File: src/rtl/ex_stage.sv
// ex_stage: pipeline execute stage.
//
// Takes operands and controls from the ID/EX register. It forwards operand A and operand B,
// selects the immediate for ALUSrcB, runs the ALU, and writes the result into the EX/MEM
// register that this stage owns.
//
// Optional feature macro: EX_MUL_EN
//   Defined:   ALUOp 111 runs an iterative 16-step shift-add multiply.
//              stall_out holds the upstream stages while it runs.
//   Undefined: stall_out is tied low. ALUOp 111 returns zero in a single cycle.
//
// Ports:
//   clk, rst                 clock; synchronous active-high reset
//   regA_in, regB_in         operands from ID/EX
//   imm_in                   extended immediate from ID/EX
//   rd_in                    destination register index
//   RegWrite_in .. ALUSrcB_in control bits from ID/EX
//   ALUOp_in                 ALU operation
//   fwdA_sel, fwdB_sel       forwarding selects
//                            (01 = EX/MEM result, 10 = memwb_data_in, else ID/EX)
//   memwb_data_in            writeback-stage data
//   alu_result_out           registered result
//   store_data_out           registered forwarded operand B (taken before the immediate select)
//   rd_out, *_out controls   registered destination and controls
//   stall_out                combinational; while high, IF/ID and ID/EX hold their contents
module ex_stage #(
    parameter int unsigned WIDTH = 16,
    parameter int unsigned RD_W  = 3
) (
    input  logic             clk,
    input  logic             rst,
    input  logic [WIDTH-1:0] regA_in,
    input  logic [WIDTH-1:0] regB_in,
    input  logic [WIDTH-1:0] imm_in,
    input  logic [RD_W-1:0]  rd_in,
    input  logic             RegWrite_in,
    input  logic             MemRead_in,
    input  logic             MemWrite_in,
    input  logic             MemToReg_in,
    input  logic             ALUSrcB_in,
    input  logic [2:0]       ALUOp_in,
    input  logic [1:0]       fwdA_sel,
    input  logic [1:0]       fwdB_sel,
    input  logic [WIDTH-1:0] memwb_data_in,
    output logic [WIDTH-1:0] alu_result_out,
    output logic [WIDTH-1:0] store_data_out,
    output logic [RD_W-1:0]  rd_out,
    output logic             RegWrite_out,
    output logic             MemRead_out,
    output logic             MemWrite_out,
    output logic             MemToReg_out,
    output logic             stall_out
);

    localparam logic [2:0] OpMul = 3'b111;

    logic [WIDTH-1:0] op_a;
    logic [WIDTH-1:0] op_fb;
    logic [WIDTH-1:0] op_b;
    logic [WIDTH-1:0] alu_res;

    // Forwarding muxes. Select 11 falls back to the ID/EX value, the same as 00.
    always_comb begin
        unique case (fwdA_sel)
            2'b01:   op_a = alu_result_out;
            2'b10:   op_a = memwb_data_in;
            default: op_a = regA_in;
        endcase
        unique case (fwdB_sel)
            2'b01:   op_fb = alu_result_out;
            2'b10:   op_fb = memwb_data_in;
            default: op_fb = regB_in;
        endcase
        op_b = ALUSrcB_in ? imm_in : op_fb;
    end

    always_comb begin
        alu_res = '0;
        unique case (ALUOp_in)
            3'b000: alu_res = op_a + op_b;
            3'b001: alu_res = op_a - op_b;
            3'b010: alu_res = op_a & op_b;
            3'b011: alu_res = op_a | op_b;
            3'b100: alu_res = {{(WIDTH-1){1'b0}}, $signed(op_a) < $signed(op_b)};
            3'b101: alu_res = op_a << op_b[3:0];
            3'b110: alu_res = op_a >> op_b[3:0];
            default: alu_res = '0;  // MUL is handled by the iterative unit when it is enabled
        endcase
    end

`ifdef EX_MUL_EN
    localparam int unsigned CntW = $clog2(WIDTH);
    localparam logic [CntW-1:0] CntLast = CntW'(WIDTH - 1);

    typedef enum logic [1:0] {StIdle, StBusy, StDone} mul_state_e;

    mul_state_e       state_q;
    logic [WIDTH-1:0] mcand_q;
    logic [WIDTH-1:0] mplier_q;
    logic [WIDTH-1:0] prod_q;
    logic [CntW-1:0]  cnt_q;

    // The DONE state never stalls. A MUL still held in ID/EX therefore cannot restart
    // until the FSM is back in IDLE.
    assign stall_out = (state_q == StBusy) || (state_q == StIdle && ALUOp_in == OpMul);

    always_ff @(posedge clk) begin
        if (rst) begin
            state_q  <= StIdle;
            mcand_q  <= '0;
            mplier_q <= '0;
            prod_q   <= '0;
            cnt_q    <= '0;
        end else begin
            unique case (state_q)
                StIdle: begin
                    if (ALUOp_in == OpMul) begin
                        // Latch the operands so later forwarding changes cannot affect the product.
                        mcand_q  <= op_a;
                        mplier_q <= op_b;
                        prod_q   <= '0;
                        cnt_q    <= '0;
                        state_q  <= StBusy;
                    end
                end
                StBusy: begin
                    if (mplier_q[0]) begin
                        prod_q <= prod_q + mcand_q;
                    end
                    mcand_q  <= mcand_q << 1;
                    mplier_q <= mplier_q >> 1;
                    cnt_q    <= cnt_q + 1'b1;
                    if (cnt_q == CntLast) begin
                        state_q <= StDone;
                    end
                end
                StDone: state_q <= StIdle;
                default: state_q <= StIdle;
            endcase
        end
    end
`else
    assign stall_out = 1'b0;
`endif

    // EX/MEM next-state values. A bubble is inserted while the stage is stalled.
    logic [WIDTH-1:0] res_d;
    logic [WIDTH-1:0] store_d;
    logic [RD_W-1:0]  rd_d;
    logic             rw_d;
    logic             mr_d;
    logic             mw_d;
    logic             mtr_d;

    always_comb begin
        res_d   = alu_res;
        store_d = op_fb;
        rd_d    = rd_in;
        rw_d    = RegWrite_in;
        mr_d    = MemRead_in;
        mw_d    = MemWrite_in;
        mtr_d   = MemToReg_in;
        if (stall_out) begin
            res_d   = '0;
            store_d = '0;
            rd_d    = '0;
            rw_d    = 1'b0;
            mr_d    = 1'b0;
            mw_d    = 1'b0;
            mtr_d   = 1'b0;
        end
`ifdef EX_MUL_EN
        else if (state_q == StDone) begin
            // The controls are still held in ID/EX; only the data comes from the multiplier.
            res_d = prod_q;
        end
`endif
    end

    always_ff @(posedge clk) begin
        if (rst) begin
            alu_result_out <= '0;
            store_data_out <= '0;
            rd_out         <= '0;
            RegWrite_out   <= 1'b0;
            MemRead_out    <= 1'b0;
            MemWrite_out   <= 1'b0;
            MemToReg_out   <= 1'b0;
        end else begin
            alu_result_out <= res_d;
            store_data_out <= store_d;
            rd_out         <= rd_d;
            RegWrite_out   <= rw_d;
            MemRead_out    <= mr_d;
            MemWrite_out   <= mw_d;
            MemToReg_out   <= mtr_d;
        end
    end

endmodule

File: config.mk
export PLATFORM = sky130hd
export DESIGN_NAME = ex_stage
export DESIGN_NICKNAME = d
export VERILOG_FILES = /design/src/rtl/ex_stage.sv
export SDC_FILE = /design/constraint.sdc
export NUM_CORES = 1
export LEC_CHECK = 0
export CORE_MARGIN = 8
export CORE_UTILIZATION = 47
export DETAILED_ROUTE_END_ITERATION = 8
export PLACE_DENSITY = 0.85
export SYNTH_ARGS = -nofsm -noshare
export SYNTH_HDL_FRONTEND = slang
export SYNTH_SLANG_ARGS = --single-unit
File: constraint.sdc
create_clock -name clk -period 4.2 [get_ports clk]
set_input_delay 0.63 -clock clk [delete_from_list [all_inputs] [get_ports clk]]
set_output_delay 0.63 -clock clk [all_outputs]
set_load 0.05 [all_outputs]
After elaboration in Yosys (flattened, before gate mapping)
Index checks and enable logic that the tools add are counted.
{"block": "totals", "register_bits": 39, "out_inout_bits": 40}
{"block": "classes", "n_eq_ne": 10, "n_shift": 2, "n_reduce_logical": 1, "muxes": 4, "n_bitwise": 2, "n_lt_le_gt_ge": 1, "addsub": 2}
{"op": "$pmux 16 s7", "n": 1}
{"op": "$pmux 16 s2", "n": 2}
{"op": "$add 16x16->16", "n": 1}
{"op": "$and 16x16->16", "n": 1}
{"op": "$lt 16x16->1", "n": 1}
{"op": "$mux 16", "n": 1}
{"op": "$or 16x16->16", "n": 1}
{"op": "$shl 16x4->16", "n": 1}
{"op": "$shr 16x4->16", "n": 1}
{"op": "$sub 16x16->16", "n": 1}
{"op": "$eq 3x3->1 const B", "n": 3}
{"op": "$eq 3x2->1 const B", "n": 2}
{"op": "$eq 2x1->1 const B", "n": 2}
{"op": "$eq 2x2->1 const B", "n": 2}
{"op": "$eq 3x1->1 const B", "n": 1}
{"op": "$logic_not 3->1", "n": 1}

Logic depth before layout (Yosys ltp)
Gate-level depths: netlist (run 1).
{"block": "logic_depth", "word_depth": 5, "depth_mapped": 21, "depth_no_buf": 17}

Least setup slack after synthesis (run 1)
Ideal clock, no wire load.
{"block": "synth_path", "kind": "input-to-reg", "from": "input fwdB_sel[0]", "to": "register alu_result_out[14]", "path_buffers": 2, "path_stages": 17, "setup_slack_ns": -0.070, "arrival_time_ns": 4.175, "cell_sequence": "inv_1 -> ha_1 -> nor2b_1 -> o31ai_4 -> buf_2 -> buf_2 -> ha_1 -> inv_1 -> fa_1 -> a21o_1 -> a221o_1 -> a31oi_1 -> o31ai_1 -> a221o_1 -> a21oi_2 -> xnor2_1 -> o41ai_2"}
{"block": "synth_between", "elab_chain_cells": 5}
{"element": "start: declaration", "line_no": "43", "text": "input logic [1:0] fwdB_sel,"}
{"element": "$eq 2x2->1 or $eq 2x1->1 (tied branches)", "line_no": "69", "text": "unique case (fwdB_sel)"}
{"element": "$pmux 16 s2 *", "line_no": "69"}
{"element": "$mux 16 *", "line_no": "74", "text": "op_b = ALUSrcB_in ? imm_in : op_fb;"}
{"element": "$sub 16x16->16 (tied with other cells)", "line_no": "81", "text": "3'b001: alu_res = op_a - op_b;"}
{"element": "$pmux 16 s7 *", "line_no": "79", "text": "unique case (ALUOp_in)"}
{"element": "end signal: assignment", "line_no": "190", "text": "alu_result_out <= res_d;"}
{"element": "end: declaration", "line_no": "45", "text": "output logic [WIDTH-1:0] alu_result_out,"}
Every way passes the cells marked *; elsewhere a longest branch is shown, timed or not.
A chain may end at the register's enable or synchronous reset.

Worst setup path after layout (run 1)
{"block": "layout_path", "from": "input fwdA_sel[0]", "to": "register alu_result_out[15]"}
{"block": "layout_between", "elab_chain_cells": 4}
{"element": "start: declaration", "line_no": "42", "text": "input logic [1:0] fwdA_sel,"}
{"element": "$eq 2x2->1 or $eq 2x1->1 (tied branches)", "line_no": "64", "text": "unique case (fwdA_sel)"}
{"element": "$pmux 16 s2 *", "line_no": "64"}
{"element": "$sub 16x16->16 (tied with other cells)", "line_no": "81"}
{"element": "$pmux 16 s7 *", "line_no": "79"}
Marked as above.

==> results.py, run 1 <==
metrics = {
    "clocking": {
        "clockBufferDepth": 2,
        "cts_hold_buffers": 0,
        "cts.clk_slew.worst_paths_ns": 0.09,
        "cts_tree": "done",
        "clk_latency_ns": 0.30,
        "clock_sinks": 39,
        "htreeDepth": 2,
        "cts_made_buffers": 5,
        "cts-root-buf": "clkbuf_8",
    },
    "synthesis": {
        "synth-edff-count": 0,
        "synth-async-reset-ratio_pct": 0,
        "ys_ff_latch": 39,
        "synth_ff_type": "dfxtp_1",
        "seq_area_frac_synth_pct": 15.4,
        "yosysWarnings": 0,
        "synthTopCellsByCount": "97 x nand2_1, 90 x nor2_1, 56 x ha_1, 53 x a21oi_1, 50 x o21ai_0",
        "syn_inst": 744,
        "synth_area_leaders": "dfxtp_1 15%, ha_1 14%, nand2_1 7.2%, nor2_1 6.7%, a21oi_1 5.2%",
        "synth.most_common_cell": "nand2_1",
        "synth_nets": 883,
        "synth_area_per_cell_sq_um": 6.81,
        "synthDistinctLibCells": 67,
        "synth_top_cell_by_area": "dfxtp_1",
        "synth_top_area_share_pct": 15.4,
        "synth.cell_area_sq_um": 5070,
    },
    "global_routing": {
        "grt_pass1_wl_mm": 32.5,
        "grt.total_usage_pct": 28.2,
        "grt_max_degree": 36,
        "overflow": 0,
        "grt_pass1_vias": 5899,
        "antenna_found_initial": 0,
    },
    "layout": {
        "antennaDiodeCount": 0,
        "nets": 1071,
        "layout-drive-gt1-share_pct": 18.3,
        "n_fill_cell": 919,
        "area_growth_pct": 44.7,
    },
    "sta": {
        "hold-worst-slack_ns": 0.687,
        "fin_crit_ns": 4.09,
        "tns_ns": 0,
        "max_freq_ghz": 0.244,
        "tightest_slew_ns": 0.714,
        "slew_headroom_pct": 52.4,
        "finalSetupViolCount": 0,
        "clock_skew_ns": 0.00956,
        "slew_viol_final": 0,
        "fin_crit_sh_pct": 97.4,
        "hold_viol_final": 0,
    },
    "power_and_ir_drop": {
        "switchingPower_w": 0.000969,
        "p_leak_nw": 3.13,
        "comb_power_share_pct": 66.5,
        "pwr-share-seq_pct": 20.5,
        "power.internal_w": 0.00110,
        "vdd_drop_max_mv": 0.139,
        "clkPwrFrac_pct": 13.0,
        "p_sw_share_pct": 46.8,
        "p_per_area_nw_per_um2": 283,
    },
    "drt": {
        "drt_wl_total_mm": 22.0,
        "wl_per_cell_um": 20.5,
        "viasPerCell": 6.03,
        "dr.pass1.iters": 8,
        "ant_nets": 0,
        "drt_iter0_drc": 804,
        "drc": 0,
        "via_count": 6466,
    },
    "worst_setup_path": {
        "crit_chain": "clkdlybuf4s50_1 -> inv_1 -> ha_1 -> buf_4 -> o21ai_0 -> ha_1 -> nor2_1 -> o211ai_1 -> a21oi_1 -> o21ai_1 -> o22ai_1 -> buf_4 -> o21ai_1 -> xnor2_1 -> nand3_1 -> a31oi_1",
        "worstSetupPathType": "input port to flop",
        "crit_buf_inv": 4,
        "critPathLaunchType": "input port",
        "required_ns": 4.42,
        "setup.worst_path.end_class": "flop",
        "cpPeakStageDelay_ns": 0.52,
        "critical_path.slowest_cell": "o21ai_0",
        "critPathArrivalTime_ns": 4.31,
        "path_max_fanout": 15,
        "critPathTopFamily": "compound AO/OA/AOI/OAI gates",
    },
    "die": {
        "num_rows": 38,
        "start_util_pct": 47.4,
        "die_w_um": 120,
        "die_area_sq_um": 14400,
        "die-height_um": 120,
        "core_area_sq_um": 10700,
        "ios": 121,
    },
    "flow_run": {
        "drv_cap": 0,
    },
    "placed_design": {
        "numPortBuffers": 119,
        "hpwl_mm": 17.5,
        "gp_congestion": 1.05,
    },
    "hold_path": {
        "holdCritPathClass": "flop to flop",
    },
    "status": {
        "status": "finished clean",
    },
}
-- metrics by stage --
stage | power, W | setup WS [ns] | util, % | cell area, sq um | cells
2_1_floorplan | 0.00120 | 0.0359 | - | 5070 | 744
3_3_place_gp | 0.00169 | -0.240 | 65.4 | 7000 | 1060
3_5_place_dp | 0.00170 | -0.308 | 65.4 | 7000 | 1060
4_1_cts | 0.00197 | 0.00364 | 66.3 | 7090 | 1068
5_1_grt | 0.00217 | -0.0540 | 68.5 | 7330 | 1073
6_report | 0.00207 | 0.109 | 68.5 | 7330 | 1073
-- cells by family after synthesis --
kind of cell               after synthesis  share of synthesized area [%]
AOI/OAI and AO/OA                      266                           34.1
xor gates and xnor gates                15                           2.59
adders and majority gates               58                           14.6
buffers and inverters                  107                           9.46
DFF                                     39                           15.4
muxes                                   20                           3.98
other                                    1                         0.0740
and+or+nand+nor                        238                           19.8
-- repair_timing --
action,CTS,global route
gates resized for setup,2,40
cloned,0,1
hold endpoints to repair,0,0
buffers inserted,0,4
pin swaps,0,21
setup endpoints to repair,2,11
-- cell usage in the layout (no fill, tap or decap), types with 6 or more instances in the layout --
cell and n:
clkdlybuf4s50_1 119, buf_4 113, nand2_1 97, nor2_1 89, ha_1 50, a21oi_1 48
inv_1 47, o21ai_0 44, dfxtp_1 39, o21ai_1 39, a22oi_1 35, mux2i_1 19
nand3_1 13, a31oi_1 13, nor2b_1 11, xnor2_1 11, a21oi_2 7, nor3_1 7
o21a_1 6, o22ai_1 6, a211oi_1 6
-- sequential cells by signal (all words and copies together) (netlist names) --
name / flops
rd_out: 3
alu_result_out: 16
store_data_out: 16
MemRead_out: 1
MemToReg_out: 1
RegWrite_out: 1
MemWrite_out: 1
-- power by group through the flow --
stage          combinational, W  clock [W]  sequential [W]
4_1_cts                 0.00127   0.000271        0.000423
3_3_place_gp            0.00126          0        0.000430
6_report                0.00138   0.000268        0.000425
2_1_floorplan          0.000661          0        0.000534
5_1_grt                 0.00146   0.000278        0.000426
3_5_place_dp            0.00126          0        0.000432
-- layer usage --
| layer | vias to the layer above | wire, um | track usage (%) |
|---|---|---|---|
| met2 | 416 | 9870 | 45.1 |
| li1 | 3009 | - | - |
| met3 | 72 | 2350 | 6.67 |
| met5 | - | 0 | 0 |
| met4 | 0 | 813 | 10.4 |
| met1 | 2969 | 8930 | 36.0 |
-- final cells by class --
cell class              count  area (sq um)  share of cell area [%]
clock buffers               6          72.6                   0.990
clock inverters             2          12.5                   0.171
inverters                  53           201                    2.75
multi-input cells         598          3990                    54.4
flip-flops and latches     39           781                    10.7
well taps                 140           175                    2.39
repair buffers            235          2100                    28.6
-- final timing paths --
| check | cells past startpoint | endpoint | startpoint | slack (ns) |
|---|---|---|---|---|
| max | 16 | alu_result_out[15]$_SDFF_PP0_ | fwdA_sel[0] | 0.11 |
| min | 4 | store_data_out[15]$_SDFF_PP0_ | alu_result_out[15]$_SDFF_PP0_ | 0.69 |
| max reg2reg | 14 | alu_result_out[14]$_SDFF_PP0_ | alu_result_out[0]$_SDFF_PP0_ | 0.81 |
| min reg2reg | 4 | store_data_out[15]$_SDFF_PP0_ | alu_result_out[15]$_SDFF_PP0_ | 0.69 |
-- worst reg2reg max path: stages (launching register included) --
cell and delay [ns]:
dfxtp_1 0.41, a22oi_1 0.34, o21ai_0 0.16, inv_1 0.10, ha_2 0.21, inv_1 0.07
fa_2 0.37, a21o_1 0.19, a221o_1 0.39, a31oi_4 0.19, o31ai_2 0.08, a221o_1 0.36
a21oi_2 0.15, xnor2_1 0.08, o41ai_2 0.18
No activity file was read; power rests on OpenSTA's default activity.
==> inputs of run 2 (changes only) <==
- ABC_CLOCK_PERIOD_IN_PS: default -> 4200
==> results of run 2 <==
Final layout, timing and power as in run 1 (identical DEF).
==> RTL change: new RTL, config.mk and constraints of run 2 <==
Take the reset off `alu_result_out` and `store_data_out` and load them in a clocked block of their own.
--- a/src/rtl/ex_stage.sv
+++ b/src/rtl/ex_stage.sv
@@ -179,16 +179,12 @@
 
     always_ff @(posedge clk) begin
         if (rst) begin
-            alu_result_out <= '0;
-            store_data_out <= '0;
             rd_out         <= '0;
             RegWrite_out   <= 1'b0;
             MemRead_out    <= 1'b0;
             MemWrite_out   <= 1'b0;
             MemToReg_out   <= 1'b0;
         end else begin
-            alu_result_out <= res_d;
-            store_data_out <= store_d;
             rd_out         <= rd_d;
             RegWrite_out   <= rw_d;
             MemRead_out    <= mr_d;
@@ -197,5 +193,10 @@
         end
     end
 
+    always_ff @(posedge clk) begin
+        alu_result_out <= res_d;
+        store_data_out <= store_d;
+    end
+
 endmodule
 
Function: changed (a bounded check fails within 4 cycles, from zero or initial values and one cycle with rst high).
==> RTL change against run 2 <==
  * Synthesized area grew 5.6%
  * Design area grew 5.2%
  * Wire length grew 1.8%
  * Highest routed layer unchanged
  * Sequential power grew 19%
  * Register-to-register slack gained 0.09 ns
  * Critical path type unchanged
  * Clock power grew 42%
  * Synthesized cell count shrank 4.0%
  * Critical endpoint is now alu_result_out[12]
  * Largest cell class unchanged
  * Power grew 38%
  * Sequential cell count is the same
  * First-iteration DRC count shrank 13%
  * Setup slack gained 0.0062 ns
==> RTL change: results (changes against run 2) <==
[global_routing]
antenna_found_initial=0  ; unchanged
gr-usage-all-layers_pct=28.0  ; -0.13 points
grt_pass1_wl_mm=33.3  ; +2.6%
grt_start_max_net_pins=30  ; -17%
grt_pass1_vias=6109  ; +3.6%

[worst_setup_path]
worstPathArrival_ns=4.25  ; -0.06 ns
cpLargestDelayFamily=buffers and inverters
worstPathMaxFanout=10  ; -5
slowest_stage=clkdlybuf4s50_1
max_stage_delay_ns=0.49  ; -0.03 ns

[synth]
synth_commonest_cells=inv_1, mux2i_1, nor2_1, ha_1, nand2_1
ys_seq_area_share_pct=14.6  ; -0.81 points
syn-num-nets=853  ; -3.4%
synth_ff_type=dfxtp_1
syn_inst=714  ; -4.0%
yosys.cell_types.count=80  ; +19%
synth_warnings=0  ; unchanged
synth_area_leaders=dfxtp_1, ha_1, mux2i_1
synth_edf_count=0  ; unchanged

[final_layout]
reg_top3=alu_result_out x16, store_data_out x16, rd_out x3
instances_no_fill=1065  ; -0.75%
drive_gt1_share_pct=20.1  ; +1.7 points
diodes=0  ; unchanged

[routing]
via_count=6461  ; -0.077%
dr.first_iter.drc_count=697  ; -13%
dr.pass1.iters=6  ; -2
wl_mm=22.3  ; +1.8%

[clocking]
cts_inserted_buffers=5  ; unchanged
root_buffer=clkbuf_16
cts_htree_levels=2  ; unchanged
clk-insertion-delay-late_ns=0.28  ; -0.02 ns
clk_pin_slew_ns=0.06  ; -0.03 ns
clock_path_buffers=2  ; unchanged

[sta]
fin_skew_ns=0.00644  ; -0.00312 ns
slew_headroom_pct=63.2  ; +11 points

[placement]
gp_routability_congestion=1.03  ; -1.6%
dp_hpwl_mm=18.3  ; +4.7%
io_buffer_count=119  ; unchanged
placed_area_um2=7440  ; +6.3%

[hold_path]
hp-class=reg -> reg

[pwr]
irDropWorstVdd_uv=297  ; +110%
p_leak_nw=3.54  ; +13%

[run_status]
status=complete, no violations

[RTL change: worst paths after layout]
| check | cells past startpoint | slack (ns) | startpoint | end |
|---|---|---|---|---|
| hold / removal | 2 | 0.62 | alu_result_out[1] | store_data_out[1] |
| setup / recovery | 18 | 0.12 | fwdA_sel[0] | alu_result_out[12] |
| setup reg to reg | 12 | 0.90 | alu_result_out[0] | alu_result_out[10] |
| hold reg to reg | 2 | 0.62 | alu_result_out[1] | store_data_out[1] |
[RTL change: timing repair]
item                       4_1_cts  5_1_grt
gates resized for setup          6       19
setup endpoints to repair        4       10
pin swaps                        4        4
setup buffers                    2        1
[RTL change: tightest hold or removal path: stages (launching register included)]
cell and delay [ns]:
dfxtp_1 0.39, a22oi_2 0.08, o21ai_0 0.12
[RTL change: kinds of logic (layout without fill, tap and decap cells)]
| kind of cell | Yosys count | count (layout) | share of synthesized area, % |
|---|---|---|---|
| AO/OA/AOI/OAI | 231 | 231 | 31.3 |
| buffers and inverters | 123 | 331 | 9.54 |
| XOR/XNOR | 4 | 4 | 0.655 |
| multiplexers | 69 | 69 | 13.1 |
| AND/OR/NAND/NOR | 189 | 189 | 16.9 |
| flip-flops | 39 | 39 | 14.6 |
| adder cells (fa/ha/maj) | 58 | 58 | 13.8 |
| other | 1 | 1 | 0.0701 |
[RTL change: report_power, final]
group	switching [mW]	total (mW)	internal [mW]
registers	0.0632	0.507	0.443
clock network	0.161	0.381	0.220
logic	1.14	1.98	0.831
total	1.37	2.86	1.49
[RTL change: final cells by class]
type	instances	area, um2
sequential	39	781
fill	907	3560
timing repair buffer	250	2170
clock inverter	2	12.5
tap	143	179
inverter	73	275
clock buffer	6	129
multi-input combinational	552	4160
[RTL change: metrics by stage]
stage | setup WS [ns] | utilization [%] | hold slack [ns] | power, mW
2_1_floorplan | 0.261 | - | 0.702 | 1.63
3_3_place_gp | -0.398 | 66.0 | 0.635 | 2.38
3_5_place_dp | -0.419 | 66.0 | 0.602 | 2.39
4_1_cts | 0.0162 | 67.7 | 0.615 | 2.79
5_1_grt | -0.0112 | 68.4 | 0.678 | 2.99
6_report | 0.115 | 68.4 | 0.621 | 2.86
[RTL change: metal layers]
metal | wire length, um | GRT usage [%] | share of wire (%)
met1 | 8990 | 35.8 | 40
met2 | 10300 | 45.8 | 46
met3 | 2310 | 5.43 | 10
met4 | 787 | 10.4 | 3.5
met5 | 0 | 0 | 0
